`config.mk`:
```
export PLATFORM = sky130hd
export DESIGN_NAME = viterbi_channel_noise
export DESIGN_NICKNAME = d
export VERILOG_FILES = /design/src/rtl/viterbi_channel_noise.sv
export SDC_FILE = /design/constraint.sdc
export NUM_CORES = 1
export LEC_CHECK = 0
export ABC_AREA = 1
export CAP_MARGIN = 10
export CORE_UTILIZATION = 43
export CTS_CLUSTER_DIAMETER = 50
export DETAILED_ROUTE_END_ITERATION = 10
export GPL_TIMING_DRIVEN = 0
export HOLD_SLACK_MARGIN = 0.06
export PLACE_DENSITY_LB_ADDON = 0.2
export SYNTH_ARGS = -nofsm -noshare
export SYNTH_HDL_FRONTEND = slang
export SYNTH_SLANG_ARGS = --single-unit
```
`constraint.sdc`:
```
create_clock -name clk -period 3 [get_ports clk]
set_input_delay 0.6 -clock clk [delete_from_list [all_inputs] [get_ports clk]]
set_output_delay 0.6 -clock clk [all_outputs]
set_load 0.01 [all_outputs]
```
`src/rtl/viterbi_channel_noise.sv`:
```
// Channel model for the Viterbi PRML datapath: registers the coded bit and
// inverts it in LFSR-triggered bursts, each followed by an error-free guard gap.
module viterbi_channel_noise #(
  parameter logic [15:0] SEED         = 16'hACE1,
  parameter int unsigned GUARD_CYCLES = 4,
  parameter int unsigned CNT_W        = 16
) (
  input  logic             clk,
  input  logic             rst_n,
  input  logic             enable_i,
  input  logic             in_i,
  input  logic [8:0]       threshold_i,
  input  logic [3:0]       burst_len_i,
  output logic             out_o,
  output logic             flipped_o,
  output logic [CNT_W-1:0] err_count_o
);

  localparam int unsigned   GW       = (GUARD_CYCLES < 2) ? 1 : $clog2(GUARD_CYCLES + 1);
  localparam logic [GW-1:0] GUARD_LD = GW'(GUARD_CYCLES);
  localparam logic [15:0]   SEED_EFF = (SEED == 16'h0000) ? 16'h0001 : SEED;
  localparam logic [15:0]   POLY     = 16'hB400;

  typedef enum logic [1:0] {IDLE, BURST, GUARD} state_e;

  state_e           state_q, state_d;
  logic [3:0]       bcnt_q, bcnt_d;
  logic [GW-1:0]    gcnt_q, gcnt_d;
  logic [15:0]      lfsr_q, lfsr_d;
  logic [CNT_W-1:0] err_q, err_d;
  logic             out_q, flipped_q;
  logic             trig, flip;

  // NOTE: every signal gets a default at the top of the block so no path
  // leaves it unassigned; otherwise synthesis would infer a latch.
  always_comb begin
    state_d = state_q;
    bcnt_d  = bcnt_q;
    gcnt_d  = gcnt_q;
    flip    = 1'b0;
    lfsr_d  = lfsr_q;
    trig    = enable_i && (burst_len_i != 4'd0) &&
              ({1'b0, lfsr_q[7:0]} < threshold_i);

    if (enable_i) begin
      lfsr_d = {1'b0, lfsr_q[15:1]} ^ (lfsr_q[0] ? POLY : 16'h0000);
    end

    // Dropping enable abandons any burst or guard and restarts from IDLE.
    if (!enable_i) begin
      state_d = IDLE;
      bcnt_d  = '0;
      gcnt_d  = '0;
    end else begin
      unique case (state_q)
        IDLE: begin
          if (trig) begin
            flip = 1'b1;
            if (burst_len_i == 4'd1) begin
              state_d = GUARD;
              gcnt_d  = GUARD_LD;
            end else begin
              state_d = BURST;
              bcnt_d  = burst_len_i - 4'd1;
            end
          end
        end
        BURST: begin
          flip   = 1'b1;
          bcnt_d = bcnt_q - 4'd1;
          if (bcnt_q == 4'd1) begin
            state_d = GUARD;
            gcnt_d  = GUARD_LD;
          end
        end
        GUARD: begin
          gcnt_d = gcnt_q - GW'(1);
          if (gcnt_q == GW'(1)) state_d = IDLE;
        end
        default: state_d = IDLE;
      endcase
    end

    err_d = (err_q == {CNT_W{1'b1}}) ? err_q : err_q + CNT_W'(flip);
  end

  // NOTE: sequential state uses non-blocking assignments so every register
  // samples the pre-edge values, independent of statement order.
  always_ff @(posedge clk or negedge rst_n) begin
    if (!rst_n) begin
      state_q   <= IDLE;
      bcnt_q    <= '0;
      gcnt_q    <= '0;
      lfsr_q    <= SEED_EFF;
      err_q     <= '0;
      out_q     <= 1'b0;
      flipped_q <= 1'b0;
    end else begin
      state_q   <= state_d;
      bcnt_q    <= bcnt_d;
      gcnt_q    <= gcnt_d;
      lfsr_q    <= lfsr_d;
      err_q     <= err_d;
      out_q     <= in_i ^ flip;
      flipped_q <= flip;
    end
  end

  assign out_o       = out_q;
  assign flipped_o   = flipped_q;
  assign err_count_o = err_q;

endmodule

```
# Word level (Yosys, flattened, before mapping)
# Cells that the tools add are included.
# Widths: inputs -> output; s select.
# totals
ff_bits	43
input_bits	17
out_inout_bits	18
# classes
n_addsub	4
reduce_logical	7
n_lt_le_gt_ge	1
eq_ne	13
bitwise	2
mux	19
# ops
operator	n
$add 16x1->16	1
$eq 16x16->1 const B	1
$mux 16	1
$xor 15x16->16	1
$ne 3x3->1 const B	5
$mux 3	4
$mux 4	3
$mux 2	5
$lt 8x9->1	1
$pmux 3 s3	1
$eq 4x1->1 const B	2
$pmux 4 s2	1
$sub 4x1->4 const B	2
$pmux 2 s3	1
$reduce_and 3->1	2
$ne 4x1->1 const B	1
$reduce_and 4->1	1
$reduce_bool 4->1	1
$eq 3x1->1 const B	1
$ne 3x1->1 const B	1
$sub 3x1->3 const B	1
$eq 2x1->1 const B	1
$eq 2x2->1 const B	1
$logic_and 1x1->1	2
4 further kinds	5

# Depth between registers and ports, before layout
# Gate-level depths: netlist (run 1).
# logic_depth
ltp_word	7
depth_mapped	18
ltp_nobuf	18

# Worst setup path before layout (run 1)
# Ideal clock, no wire load.
# synth_timing
path_type	input-to-reg
start	input threshold_i[4]
end	register err_q[12] (netlist: err_count_o[12])
arrival_time_ns	2.313
setup_ns	0.132
slack_ns	0.555
path_stages	18
required_time_ns	2.868
cell_sequence	inv_1 ha_1 nand2_1 inv_1 nand2_1 nand2_1 nand2_1 nand3_1 nand2_1 nand2_1 inv_1 ha_1 ha_1 inv_1 nor2_1 nand3_1 nand2_1 nand3_1
# synth_via
elab_chain_cells	6
# synth_lines
item	line_no	rtl
start: declaration	12	input logic [8:0] threshold_i,
$lt 8x9->1	43	({1'b0, lfsr_q[7:0]} < threshold_i);
$logic_and 1x1->1	42	trig = enable_i && (burst_len_i != 4'd0) &&
$mux 1	57	if (trig) begin
$pmux 1 s2	55	unique case (state_q)
$mux 1	50	if (!enable_i) begin
named net flip	32	logic trig, flip;
$add 16x1->16	84	err_d = (err_q == {CNT_W{1'b1}}) ? err_q : err_q + CNT_W'(flip);
end signal: assignment	103	err_q <= err_d;
end: declaration	30	logic [CNT_W-1:0] err_q, err_d;
# The timed path passes the listed nets, and every way through them passes these cells.
# A chain may end at the register's enable or synchronous reset.

# Final worst setup path (run 1)
# layout_timing
start	input threshold_i[4]
end	register err_q[15] (netlist: err_count_o[15])
# The elaborated chain is that of the path after synthesis.

==> out/metrics.yaml, run 1 <==
status:
  status: "finished clean"
yosys:
  yosysMostFrequentCell: "nand2_1"
  yosysTopAreaCell: "dfrtp_1"
  synthArstFlopShare_pct: 100
  syn_area_um2: 2500
  synth_nets: 350
  synth.distinct_cells: 32
  netlist_top_cells_count: "nand2_1 (98), inv_1 (41), dfrtp_1 (35)"
  synthTopCellsByArea: "dfrtp_1 (35%), nand2_1 (15%), dfstp_2 (8.4%), ha_1 (7.5%), inv_1 (6.2%)"
  ys_seq_area_share_pct: 43.4
  syn_avg_cell_area_um2: 7.86
  yosysWarnings: 0
  synth_top_cell_area_share_pct: 35.0
  synth_seq_cells: 43
  synthFlopType: "dfrtp_1"
  synth_cells: 318
  synth_enable_flop_cells: 0
placement:
  gp_congestion: 0.828
  io_buffers: 34
  dpl_cell_area_um2: 2950
  hpwl_um: 3740
sta:
  skew_ns: 0.00524
  tns_ns: 0
  worstMarginPinSlew_ns: 0.420
  maxSlewViolCount: 0
  grt_setup_unrepaired: "no"
  hold_violations: 0
  setup_violations: 0
  max_freq_mhz: 363
  holdWs_ns: 0.0999
  min_period_ns: 2.75
  relSlewSlack_pct: 72.0
  fin_crit_sh_pct: 91.8
grt:
  grt_pass1_vias: 1990
  overflow: 0
  grt_max_degree: 41
  antenna_found_initial: 0
  grt_first_pass_wirelength_um: 8840
  grtUsageTotal_pct: 18.5
die:
  core_area_um2: 5540
  start_util_pct: 45.1
  dieArea_um2: 6120
  num_rows: 27
  die_height_um: 78.2
  io_pins: 35
  chipWidth_um: 78.2
cts:
  clock-sinks: 43
  ctsHoldBuffers: 0
  htree_levels: 2
  cts_root_buffer: "clkbuf_8"
  clk_latency_ns: 0.30
  clockBufferDepth: 2
  cts_tree: "done"
  cts.clk_slew.worst_paths_ns: 0.08
  cts_buffers: 5
setup_path:
  cpPeakStageDelay_ns: 0.45
  path_class: "primary input to flop"
  path_cells: "clkdlybuf4s50_1 > inv_1 > ha_1 > nand2_1 > inv_1 > nand2_1 > nand2_1 > nand2_1 > nand3_2 > nand2_2 > nand2_1 > inv_2 > ha_4 > nand2_1 > nor2_4 > nand2_1 > nor3_2 > xor2_1 > nand2_1"
  arrival_ns: 2.94
  crit_required_ns: 3.19
  cpMaxStageDelayCell: "clkdlybuf4s50_1"
  crit_top_cell: "nand2_1"
  worst_setup_path_start_kind: "primary input"
  worstPathMaxFanout: 5
  end_kind: "flop"
cells_and_area:
  synthToLayoutAreaGrowth_pct: 24.0
  multi_input_area_um2: 1260
  nets: 392
  regArea_um2: 1090
  num_antenna_cells: 0
  final_layout_size_suffix_gt1_share_pct: 13.6
  postLayoutCellArea_um2: 3100
  final_util_pct: 56.0
  fill_cells: 525
pwr:
  combPwrFrac_pct: 39.0
  ir_worst_vdd_mv: 0.491
  switchingPower_mw: 0.877
  power_frac_seq_pct: 41.0
  power_density_nw_per_um2: 756
  p_int_mw: 1.47
  leakagePower_nw: 1.53
  clockPowerShare_pct: 20.1
  switching_share_pct: 37.4
detailed_routing:
  wl_per_cell_um: 11.7
  dr.pass1.iters: 5
  drtAntennaViolNets: 0
  via_count: 2119
  routed_wl_um: 5050
  drtIter0Drc: 98
  avgViaCountPerCell: 4.89
  drc_errors: 0
run:
  drv_cap: 0
min_path:
  hp-class: "primary input to async pin"
## metal layers
metal	GRT usage [%]	wire, um	vias up
li1	-	-	1095
met1	24.6	2390	976
met2	29.2	2360	39
met3	4.19	200	9
met4	7.04	93	0
met5	0	0	-
## critical path, delay by kind of cell
family / cells / cell delay [ns]
buffers and inverters: 4 / 0.63
xor gates and xnor gates: 1 / 0.15
adders and majority gates: 2 / 0.46
and+or+nand+nor: 12 / 1.10
## cells by family (layout without fill, tap and decap cells)
family	Yosys count	count (layout)	share of synthesized area [%]
AND/OR/NAND/NOR	175	175	32.5
buffers and inverters	49	92	7.61
flip-flops	43	43	43.4
AO/OA/AOI/OAI	27	27	5.51
adder cells (fa/ha/maj)	15	15	7.51
XOR/XNOR	9	9	3.45
## flip-flops by register name (all words and copies together) (netlist names)
signal	count
lfsr_q	16
flipped_o	1
gcnt_q	3
state_q	2
out_o	1
err_count_o	16
bcnt_q	4
## through the flow
step | cells | setup WS, ns | power [mW]
after floorplan | 318 | 0.555 | 1.55
after global placement | 424 | -0.306 | 1.83
after detailed placement | 425 | -0.342 | 1.86
after CTS | 433 | 0.0435 | 2.34
after global routing | 433 | 0.0160 | 2.55
final | 433 | 0.246 | 2.35
## placed cells by master (no fill, tap or decap), types with 4 or more instances in the layout
cell type,instances
dfrtp_1,35
clkbuf_8,6
nor3_2,4
nor3_1,8
nor2_1,15
ha_1,13
inv_1,40
o21ai_0,15
nand2_2,6
o21ai_1,5
nand4_1,8
nand3_1,20
inv_2,4
clkdlybuf4s50_1,33
nand2_1,97
a21oi_1,6
xnor2_1,5
dfstp_2,8
## cell type report
| cell class | count | share of cell area [%] |
|---|---|---|
| Multi-Input combinational cell | 226 | 40.7 |
| Sequential cell | 43 | 35.0 |
| Timing Repair Buffer | 35 | 11.5 |
| Inverter | 44 | 5.33 |
| Tap cell | 72 | 2.91 |
| Clock buffer | 6 | 2.66 |
| Clock inverter | 2 | 1.13 |
| Buffer | 5 | 0.807 |
## power groups by stage
stage	Combinational (mW)	Sequential, mW	Clock (mW)
floorplan	0.592	0.959	0
global placement	0.870	0.964	0
detailed placement	0.888	0.967	0
CTS	0.902	0.957	0.482
global route	1.05	0.988	0.511
finish	0.914	0.961	0.471
## path summary, 6_finish.rpt
path	from	to	slack, ns	depth (start not counted)
max	threshold_i[4]	err_count_o[15]	0.25	19
max in group asynchronous	rst_n	lfsr_q[13]	2.42	2
max reg2reg	lfsr_q[7]	err_count_o[15]	0.58	15
min	rst_n	bcnt_q[2]	0.1	1
min in group clk	gcnt_q[1]	gcnt_q[1]	0.47	2
min reg2reg	gcnt_q[1]	gcnt_q[1]	0.47	2
## what timing repair did
item                       in CTS  in global routing
hold endpoints to repair        0                  0
resized for setup               2                  8
buffers inserted                0                  0
pin swaps                       0                  0
setup endpoints to repair       2                 10
No activity file was read; power rests on OpenSTA's default activity.
==> run 2: changes to the inputs <==
CORE_MARGIN = 8   (was default)
==> out/metrics.yaml, run 2 (synthesized netlist as in run 1, its figures left out) <==
status:
  status: "finished clean"
die:
  die_height_um: 92.2
  io_pins: 35
  dieArea_um2: 8510
  num_rows: 27
  core_area_um2: 5570
  chipWidth_um: 92.2
  start_util_pct: 44.8
cts:
  post_cts_buffers: 0
  cts_root_buffer: "clkbuf_8"
  ctsHoldBuffers: 0
  cts_tree: "done"
  htree_levels: 2
  cts_buffers: 5
  cts.clk_slew.worst_paths_ns: 0.09
  clockBufferDepth: 2
  clock-sinks: 43
  clk_latency_ns: 0.29
detailed_routing:
  via_count: 2085
  drtIter0Drc: 109
  drtAntennaViolNets: 0
  wl_per_cell_um: 11.8
  routed_wl_um: 5130
  avgViaCountPerCell: 4.82
  drc_errors: 0
  dr.pass1.iters: 4
setup_path:
  arrival_ns: 2.91
  setup.worst_path.end: "err_count_o[12]"
  cpMaxStageDelayCell: "clkdlybuf4s50_1"
  path_class: "primary input to flop"
  worstPathMaxFanout: 5
  path_cells: "clkdlybuf4s50_1 > inv_1 > ha_1 > nand2_1 > nand2_1 > nand2_1 > nand2_1 > nand2_1 > nand3_2 > nand2_2 > nand2_1 > inv_2 > ha_4 > ha_2 > inv_1 > nor2_4 > nand3_1 > nand2_1 > nand3_1"
  reg2reg_depth: 15
  crit_required_ns: 3.17
  crit_top_cell: "nand2_1"
  cpPeakStageDelay_ns: 0.45
  worst_setup_path_start_kind: "primary input"
  r2r-end: "err_count_o[12]"
  worstReg2RegStart: "lfsr_q[7]"
  setup.worst_path.start: "threshold_i[2]"
  r2r_slack_ns: 0.60
  end_kind: "flop"
placement:
  gp_congestion: 0.848
  hpwl_um: 3910
  dp.cells: 425
  io_buffers: 34
sta:
  setup_violations: 0
  fin_crit_sh_pct: 91.1
  skew_ns: 0.0147
  tns_ns: 0
  relSlewSlack_pct: 72.0
  grt_setup_unrepaired: "no"
  max_freq_mhz: 366
  hold_violations: 0
  maxSlewViolCount: 0
  min_period_ns: 2.73
  holdWs_ns: 0.124
  worstMarginPinSlew_ns: 0.419
grt:
  grtUsageTotal_pct: 12.8
  grt_max_degree: 41
  grt_first_pass_wirelength_um: 9070
  antenna_found_initial: 0
  grt_pass1_vias: 2007
  overflow: 0
pwr:
  combPwrFrac_pct: 41.3
  ir_worst_vdd_mv: 0.449
  power_mw: 2.22
  leakagePower_nw: 1.51
  power_density_nw_per_um2: 726
  p_int_mw: 1.37
  clockPowerShare_pct: 15.5
  switching_share_pct: 38.6
  switchingPower_mw: 0.858
  power_frac_seq_pct: 43.1
cells_and_area:
  final_util_pct: 54.9
  final_layout_size_suffix_gt1_share_pct: 12.7
  final_common_cell: "nand2_1"
  instances_no_fill: 433
  num_antenna_cells: 0
  nets: 392
  synthToLayoutAreaGrowth_pct: 22.5
  final_cell_mix: "nand2_1 (97), inv_1 (40), dfrtp_1 (35), clkdlybuf4s50_1 (33), nand3_1 (20)"
min_path:
  hp-class: "primary input to async pin"
run:
  drv_cap: 0
-- run 2: changes by cell type in the layout (fill, tap and decap cells not counted) --
cell / change
clkbuf_1: +3
clkbuf_8: -1
clkinv_2: -1
bufinv_16: -1
-- run 2: area by class of cell --
cell class | count | area (um^2)
Sequential cell | 43 | 1090
Clock buffer | 8 | 80.1
Buffer | 5 | 25.0
Tap cell | 72 | 90.1
Timing Repair Buffer | 35 | 355
Multi-Input combinational cell | 226 | 1260
Fill cell | 547 | 2510
Inverter | 44 | 165
-- run 2: worst min-delay path by stage --
stage	startpoint	end	slack [ns]	depth (start not counted)
CTS	rst_n	bcnt_q[2]	0.12	1
detailed placement	rst_n	bcnt_q[2]	0.43	1
global route	rst_n	bcnt_q[2]	0.11	1
floorplan	rst_n	bcnt_q[0]	0.30	0
finish	rst_n	bcnt_q[2]	0.12	1
global placement	lfsr_q[9]	lfsr_q[9]	0.46	2
-- run 2: layer usage --
layer  up-vias  track usage, %  part of all wire (%)
li1       1089               -                     -
met1       966            16.6                    49
met2        23            20.3                    46
met3         7            3.26                   3.4
met4         0            4.16                   1.1
met5         -               0                     0
-- run 2: repair_timing --
action	4_1_cts	5_1_grt
setup endpoints to repair	2	9
cloned	0	0
gates resized for setup	2	8
-- run 2: stage by stage --
step	cell area, um^2	setup WS, ns
6_report	3060	0.266
5_1_grt	3060	0.00690
4_1_cts	3030	0.0484
3_5_place_dp	2950	-0.347
3_3_place_gp	2930	-0.318
2_1_floorplan	2500	0.555
-- run 2: worst max-delay path, delay by kind of cell --
| kind | cells | cell delay [ns] |
|---|---|---|
| AND/OR/NAND/NOR | 12 | 0.95 |
| buffers and inverters | 4 | 0.68 |
| adder cells (fa/ha/maj) | 3 | 0.65 |
-- run 2: power by group through the flow --
stage               logic (mW)  clock network, mW  registers (mW)
detailed placement       0.899                  0           0.964
global route              1.06              0.382           0.986
CTS                      0.910              0.364           0.955
finish                   0.919              0.345           0.959
floorplan                0.592                  0           0.959
global placement         0.877                  0           0.962
==> run 3: changes to the inputs <==
GPL_TIMING_DRIVEN = default   (was 0)
==> out/metrics.yaml, run 3 (synthesized netlist as in run 1, its figures left out) <==
cells_and_area:
  num_antenna_cells: 0
  final_util_pct: 55.2
  nets: 396
  final_cell_mix: "nand2_1 (98), inv_1 (41), dfrtp_1 (35), clkdlybuf4s50_1 (33), nand3_1 (21)"
  synthToLayoutAreaGrowth_pct: 23.1
  final_common_cell: "nand2_1"
  final_layout_size_suffix_gt1_share_pct: 13.7
die:
  dieArea_um2: 8510
  core_area_um2: 5570
  io_pins: 35
  chipWidth_um: 92.2
  num_rows: 27
  start_util_pct: 44.8
  die_height_um: 92.2
sta:
  skew_ns: 0.00561
  setup_violations: 0
  holdWs_ns: 0.425
  grt_setup_unrepaired: "no"
  max_freq_mhz: 360
  maxSlewViolCount: 0
  worstMarginPinSlew_ns: 0.925
  fin_crit_sh_pct: 92.5
  min_period_ns: 2.78
  hold_violations: 0
  relSlewSlack_pct: 38.3
setup_path:
  worst_setup_path_start_kind: "primary input"
  end_kind: "flop"
  worstPathMaxFanout: 4
  crit_required_ns: 3.18
  arrival_ns: 2.95
  path_class: "primary input to flop"
cts:
  cts_tree: "done"
  cts_root_buffer: "clkbuf_8"
  clockBufferDepth: 2
  cts_buffers: 5
  post_cts_buffers: 0
  clock-sinks: 43
  htree_levels: 2
  clk_latency_ns: 0.29
  cts.clk_slew.worst_paths_ns: 0.08
grt:
  antenna_found_initial: 0
  grt_max_degree: 44
  grtUsageTotal_pct: 13.6
  grt_pass1_vias: 2113
  overflow: 0
  grt_first_pass_wirelength_um: 9490
status:
  status: "finished clean"
placement:
  hpwl_um: 4140
  io_buffers: 34
  gp_congestion: 0.939
detailed_routing:
  wl_per_cell_um: 12.3
  routed_wl_um: 5370
  drtIter0Drc: 152
  drtAntennaViolNets: 0
  via_count: 2101
  avgViaCountPerCell: 4.81
  dr.pass1.iters: 4
  drc_errors: 0
run:
  drv_cap: 0
pwr:
  power_density_nw_per_um2: 731
  leakagePower_nw: 1.53
  ir_worst_vdd_mv: 0.365
min_path:
  hp-class: "primary input to async pin"
[run 3: layer usage]
metal  track usage, %  up-vias  routed length (um)
met1             16.8      955                2460
met5                0        -                   0
met3             3.10        8                 255
li1                 -     1101                   -
met4             4.83        0                  76
met2             22.8       37                2580
[run 3: per-stage QoR]
step	instances	setup TNS [ns]	cell area [um^2]	power, mW	setup slack [ns]
after CTS	437	0	3060	2.26	0.0954
after floorplan	318	0	2500	1.55	0.555
after global placement	429	-0.503	2980	1.87	-0.125
after detailed placement	429	-0.772	2980	1.90	-0.201
after global routing	437	0	3080	2.45	0.0115
final	437	0	3080	2.25	0.224
[run 3: area by class of cell]
| cell class | count | area (um^2) |
|---|---|---|
| clock buffers | 7 | 76.3 |
| repair buffers | 44 | 410 |
| inverters | 44 | 165 |
| multi-input cells | 226 | 1240 |
| fillers | 527 | 2500 |
| clock inverters | 1 | 5.00 |
| flip-flops and latches | 43 | 1090 |
| well taps | 72 | 90.1 |
[run 3: timing repair]
item / 4_1_cts / 5_1_grt
hold buffers: 0 / 0
setup endpoints to repair: 0 / 5
resized for setup: 0 / 6
[run 3: where the power goes]
group / switching (mW) / internal [mW] / leakage (nW)
clock network: 0.188 / 0.164 / 0.0422
registers: 0.172 / 0.791 / 0.496
logic: 0.513 / 0.422 / 0.996
total: 0.873 / 1.38 / 1.53
[run 3: path summary, 6_finish.rpt]
| path | startpoint | slack (ns) | depth (start not counted) | endpoint |
|---|---|---|---|---|
| worst min-delay path | rst_n | 0.42 | 1 | bcnt_q[2] |
| worst max register to register | lfsr_q[6] | 0.58 | 15 | err_count_o[15] |
| worst max-delay path | threshold_i[4] | 0.22 | 19 | err_count_o[15] |
| max in group asynchronous | rst_n | 1.97 | 1 | flipped_o |
| min in group clk | lfsr_q[9] | 0.47 | 2 | lfsr_q[9] |
| worst min register to register | lfsr_q[9] | 0.47 | 2 | lfsr_q[9] |
[run 3: worst max-delay path, stage by stage]
cell and delay (ns):
clkdlybuf4s50_1 0.46, inv_1 0.04, ha_1 0.30, nand2_1 0.07, inv_1 0.04, nand2_1 0.05, nand2_1 0.04, nand2_1 0.05
nand3_1 0.14, nand2_1 0.12, nand2_1 0.07, inv_1 0.08, ha_2 0.20, nand2_1 0.10, nor2_4 0.13, nand2_1 0.10
nor3_2 0.14, xor2_1 0.15, nand2_1 0.06
